## src/rtl/aes_selftest_ctrl.sv

```systemverilog
// AES power-on self-test sequencer.
// For each selected key size it runs NUM_VEC encrypt/decrypt round trips
// through an external AES core and reports pass/fail per key size.
// Optional build macro SELFTEST_KAT_EN additionally checks the vector-0
// ciphertext against the FIPS-197 known answers.
module aes_selftest_ctrl #(
  parameter int NUM_VEC     = 4,
  parameter int TIMEOUT_CYC = 64
) (
  input  logic         clk,
  input  logic         reset,
  input  logic         start,
  input  logic [1:0]   mode,
  output logic         core_start,
  output logic         core_dir,
  output logic [1:0]   core_keylen,
  output logic [255:0] core_key,
  output logic [127:0] core_in,
  input  logic         core_done,
  input  logic [127:0] core_out,
  output logic         busy,
  output logic         done,
  output logic [2:0]   pass,
  output logic [2:0]   fail
);

  localparam int TMO_W = $clog2(TIMEOUT_CYC);
  localparam logic [TMO_W-1:0] TMO_LAST = TMO_W'(TIMEOUT_CYC - 1);
  localparam logic [255:0] SELFTEST_KEY =
    256'h000102030405060708090a0b0c0d0e0f101112131415161718191a1b1c1d1e1f;
  localparam logic [127:0] PT_BASE = 128'h00112233445566778899aabbccddeeff;

  typedef enum logic [2:0] {
    IDLE, ENC_REQ, ENC_WAIT, DEC_REQ, DEC_WAIT, CHECK, NEXT, FIN
  } state_t;

  state_t           state_q, state_d;
  logic [7:0]       idx_q, idx_d;
  logic [1:0]       size_q, size_d;
  logic [1:0]       mode_q, mode_d;
  logic [TMO_W-1:0] tmo_q, tmo_d;
  logic             busy_q, busy_d;
  logic             done_q, done_d;
  logic [2:0]       pass_q, pass_d;
  logic [2:0]       fail_q, fail_d;
  logic [127:0]     ct_q, ct_d;
  logic [127:0]     dec_q, dec_d;

  // Plaintext of vector k: base pattern with every byte XORed by k.
  function automatic logic [127:0] pt_of(input logic [7:0] k);
    return PT_BASE ^ {16{k}};
  endfunction

`ifdef SELFTEST_KAT_EN
  // FIPS-197 appendix C ciphertexts for the base plaintext and key.
  function automatic logic [127:0] kat_ct(input logic [1:0] sz);
    case (sz)
      2'b00:   return 128'h69c4e0d86a7b0430d8cdb78070b4c55a;
      2'b01:   return 128'hdda97ca4864cdfe06eaf70a0ec0d7191;
      default: return 128'h8ea2b7ca516745bfeafc49904b496089;
    endcase
  endfunction
`endif

  // Control state register; reset forces an idle, all-clear controller.
  always_ff @(posedge clk) begin
    if (reset) begin
      state_q <= IDLE;
      idx_q   <= '0;
      size_q  <= '0;
      mode_q  <= '0;
      tmo_q   <= '0;
      busy_q  <= 1'b0;
      done_q  <= 1'b0;
      pass_q  <= '0;
      fail_q  <= '0;
    end else begin
      state_q <= state_d;
      idx_q   <= idx_d;
      size_q  <= size_d;
      mode_q  <= mode_d;
      tmo_q   <= tmo_d;
      busy_q  <= busy_d;
      done_q  <= done_d;
      pass_q  <= pass_d;
      fail_q  <= fail_d;
    end
  end

  // Captured core results; data only, so no reset.
  always_ff @(posedge clk) begin
    ct_q  <= ct_d;
    dec_q <= dec_d;
  end

  // Sequencer next-state logic.
  always_comb begin
    state_d = state_q;
    idx_d   = idx_q;
    size_d  = size_q;
    mode_d  = mode_q;
    tmo_d   = tmo_q;
    busy_d  = busy_q;
    done_d  = done_q;
    pass_d  = pass_q;
    fail_d  = fail_q;
    ct_d    = ct_q;
    dec_d   = dec_q;
    case (state_q)
      IDLE: begin
        if (start) begin
          state_d = ENC_REQ;
          busy_d  = 1'b1;
          done_d  = 1'b0;
          pass_d  = '0;
          fail_d  = '0;
          idx_d   = '0;
          mode_d  = mode;
          size_d  = (mode == 2'b11) ? 2'b00 : mode;
        end
      end
      ENC_REQ: begin
        tmo_d   = '0;
        state_d = ENC_WAIT;
      end
      ENC_WAIT: begin
        if (core_done) begin
          ct_d    = core_out;
          state_d = DEC_REQ;
`ifdef SELFTEST_KAT_EN
          if (idx_q == 8'd0 && core_out != kat_ct(size_q)) fail_d[size_q] = 1'b1;
`endif
        end else if (tmo_q == TMO_LAST) begin
          fail_d[size_q] = 1'b1;
          state_d        = NEXT;
        end else begin
          tmo_d = tmo_q + TMO_W'(1);
        end
      end
      DEC_REQ: begin
        tmo_d   = '0;
        state_d = DEC_WAIT;
      end
      DEC_WAIT: begin
        if (core_done) begin
          dec_d   = core_out;
          state_d = CHECK;
        end else if (tmo_q == TMO_LAST) begin
          fail_d[size_q] = 1'b1;
          state_d        = NEXT;
        end else begin
          tmo_d = tmo_q + TMO_W'(1);
        end
      end
      CHECK: begin
        if (dec_q != pt_of(idx_q)) fail_d[size_q] = 1'b1;
        state_d = NEXT;
      end
      NEXT: begin
        if ((int'(idx_q) < NUM_VEC - 1) && !fail_q[size_q]) begin
          idx_d   = idx_q + 8'd1;
          state_d = ENC_REQ;
        end else begin
          // A failed size stops early; report it and move on.
          pass_d[size_q] = ~fail_q[size_q];
          idx_d          = '0;
          if (mode_q == 2'b11 && size_q != 2'b10) begin
            size_d  = size_q + 2'd1;
            state_d = ENC_REQ;
          end else begin
            busy_d  = 1'b0;
            done_d  = 1'b1;
            state_d = FIN;
          end
        end
      end
      FIN: begin
        state_d = IDLE;
      end
      default: state_d = IDLE;
    endcase
  end

  // Core request signals decoded from state; operands stay stable REQ..WAIT.
  always_comb begin
    core_start  = (state_q == ENC_REQ) || (state_q == DEC_REQ);
    core_dir    = (state_q == DEC_REQ) || (state_q == DEC_WAIT);
    core_keylen = (state_q == IDLE) ? 2'b00 : size_q;
    case (state_q)
      ENC_REQ, ENC_WAIT: core_in = pt_of(idx_q);
      DEC_REQ, DEC_WAIT: core_in = ct_q;
      default:           core_in = '0;
    endcase
  end

  assign core_key = SELFTEST_KEY;
  assign busy     = busy_q;
  assign done     = done_q;
  assign pass     = pass_q;
  assign fail     = fail_q;

endmodule

```

## config.mk

```make
export PLATFORM = sky130hd
export DESIGN_NAME = aes_selftest_ctrl
export DESIGN_NICKNAME = d
export VERILOG_FILES = /design/src/rtl/aes_selftest_ctrl.sv
export SDC_FILE = /design/constraint.sdc
export NUM_CORES = 1
export LEC_CHECK = 0
export CORE_AREA = 2 2 207 209
export CTS_BUF_LIST = sky130_fd_sc_hd__clkbuf_2
export DETAILED_ROUTE_END_ITERATION = 8
export DIE_AREA = 0 0 209 211
export DONT_BUFFER_PORTS = 1
export SYNTH_ARGS = -nofsm -noshare
export SYNTH_HDL_FRONTEND = slang
export SYNTH_SLANG_ARGS = --single-unit
```

## constraint.sdc

```tcl
create_clock -name clk -period 13.1 [get_ports clk]
set_clock_uncertainty 0.2 [all_clocks]
set_input_delay 2.62 -clock clk [delete_from_list [all_inputs] [get_ports clk]]
set_output_delay 2.62 -clock clk [all_outputs]
set_load 0.02 [all_outputs]
```

==> impl_metrics.json <==
{
  "path_class": "reg -> out",
  "synth_top_cell_by_area": "edfxtp_1",
  "ir_drop_mv": 0.0827,
  "arrival_ps": 3180,
  "avgSynthCellArea_um2": 12.3,
  "postSynth.asyncResetShare": 0,
  "status": "complete, no violations",
  "vias": 7497,
  "antenna_found_initial": 3,
  "clock-sinks": 285,
  "worstMarginPinSlew_ps": 1170,
  "vias_per_cell": 4.40,
  "core-area_um2": 41800,
  "max_freq_mhz": 167,
  "grt_max_degree": 87,
  "timing.critical_path.mode_cell": "nand2_1",
  "synth_seq_cells": 285,
  "hold_viol": 0,
  "cts_tree": "yes",
  "ys_top_cells_by_area": "edfxtp_1, buf_4, nand2_1, dfxtp_1, a21o_1",
  "cts_buffers": 71,
  "grt_util_all_layers": 0.144,
  "cp-end-kind": "primary output",
  "cellPowerDensity_nw_per_um2": 143,
  "yosysUniqueCellTypes": 62,
  "drive_gt1_frac": 0.107,
  "fin_total_pwr_mw": 1.94,
  "num_io_pins": 530,
  "cp-start-kind": "flop",
  "ys.flop_type": "edfxtp_1",
  "worstPathCellList": "xor2_1 > nor2b_1 > nand2_1 > nand2_1",
  "synth_top_area_frac": 0.582,
  "finalMaxSlewViolations": 0,
  "cap_viol_max_count": 0,
  "worst_path_max_delay_cell": "nor2b_1",
  "dr.pass1.iters": 4,
  "netlist_area_um2": 13200,
  "clkTransAtPathRegs_ps": 100,
  "fin_crit_ps": 6000,
  "rsz0062_at_grt": "no",
  "hpwlAfterDp_um": 25000,
  "critPathMaxStageDelay_ps": 600,
  "maxSlewHeadroom": 0.223,
  "cts_resized": 0,
  "antenna_left": 0,
  "p_leak_nw": 5.60,
  "drt_wl_total_um": 33300,
  "start_util": 0.316,
  "grt_pass1_vias": 7134,
  "yosysWarnings": 0,
  "area_growth_pct": 2.43,
  "io_buffers": 0,
  "die_area_um2": 44100,
  "yosysSeqAreaShare": 0.626,
  "tns_ps": 0,
  "rows": 75,
  "required_ps": 10280,
  "finalNetCount": 1256,
  "die_h_um": 211,
  "hold_buffers": 0,
  "syn-instance-count": 1070,
  "gp_congestion": 0.793,
  "overflow": 0,
  "insertion_delay_ps": 860,
  "min_period_over_period": 0.458,
  "hold_class": "reg -> reg",
  "synth_common_cells": "buf_4, edfxtp_1, nand2_1",
  "cp_max_fo": 12,
  "whs_ps": 261,
  "drt-initial-drc-count": 451,
  "drc": 0,
  "postCtsSetupRepairBufs": 0,
  "grt_pass1_wl_um": 45800,
  "wl_per_cell_um": 19.6,
  "die_w_um": 209,
  "synth_edf_count": 256,
  "root_buffer": "clkbuf_2",
  "fillerInstances": 4106,
  "ctsLongestPathBuffers": 3,
  "cts_max_level": 3,
  "finalSetupViolCount": 0
}
-- metal layers --
metal  up-vias  wire (um)  part of all wire  track usage
li1       3439          -                 -            -
met1      3586      12500              0.38        0.159
met2       430      17300              0.52        0.253
met3        42       2990             0.090       0.0544
met4         0        496             0.015       0.0493
met5         -          0                 0            0
-- critical path, delay by kind of cell (launching register included) --
family,cells,cell delay [ps]
AND/OR/NAND/NOR,3,1550
XOR/XNOR,1,210
flip-flops,1,590
-- registers in the layout, summed over array words and instances, names as in the netlist --
name / count
state_q: 3
tmo_q: 6
fail: 3
busy: 1
idx_q: 8
size_q: 2
dec_q: 128
ct_q: 128
mode_q: 2
pass: 3
done: 1
-- path summary, 6_finish.rpt --
check                               start                      to  slack (ps)  depth (start not counted)
setup / recovery  state_q[0]$_SDFFE_PP0N_             core_in[46]        7100                          4
setup reg to reg  state_q[2]$_SDFFE_PP0N_    dec_q[104]$_DFFE_PP_        9870                          4
hold reg to reg    mode_q[1]$_SDFFE_PP0P_  mode_q[1]$_SDFFE_PP0P_         260                          2
hold / removal     mode_q[1]$_SDFFE_PP0P_  mode_q[1]$_SDFFE_PP0P_         260                          2
-- cells in the final DEF, fill, tap and decap left out, types with 12 or more instances in the layout --
cell,instances
dfxtp_1,29
o21ai_0,12
nor2_1,40
nor3_1,14
edfxtp_1,256
clkbuf_2,94
a21oi_1,20
a21o_1,64
nand2_1,163
conb_1,256
mux2i_1,12
-- power by group --
part	total [mW]	switching [mW]	internal, mW
clock	0.622	0.348	0.273
sequential	1.03	0.0136	1.02
combinational	0.284	0.237	0.0469
total	1.94	0.599	1.34
-- final cells by class --
cell class | count | area [um^2] | share of cell area
Inverter | 11 | 41.3 | 0.00305
Multi-Input combinational cell | 741 | 3810 | 0.282
Clock buffer | 94 | 470 | 0.0348
Tap cell | 539 | 674 | 0.0499
Clock inverter | 22 | 199 | 0.0147
Sequential cell | 285 | 8270 | 0.611
Timing Repair Buffer | 7 | 52.6 | 0.00389
Antenna cell | 3 | 7.51 | 0.000555
-- stage by stage --
step            util  cells  setup WS, ps  instance area [um^2]
4_1_cts        0.324   1699          6920                 13500
6_report       0.324   1702          7100                 13500
3_5_place_dp   0.308   1583          7910                 12800
2_1_floorplan      -   1324           751                 14200
3_3_place_gp   0.308   1583          8090                 12800
5_1_grt        0.324   1701          6790                 13500
-- cells by family (layout without fill, tap and decap cells) --
logic type,count (synthesis),in the layout,synth area share
AO/OA/AOI/OAI,141,141,0.0746
XOR/XNOR,12,12,0.00796
adder cells (fa/ha/maj),5,5,0.00474
buffers and inverters,298,134,0.159
flip-flops,285,285,0.626
multiplexers,13,13,0.00995
other,2,259,0.000569
AND/OR/NAND/NOR,314,314,0.117
Power figures use the tool's default switching activity.
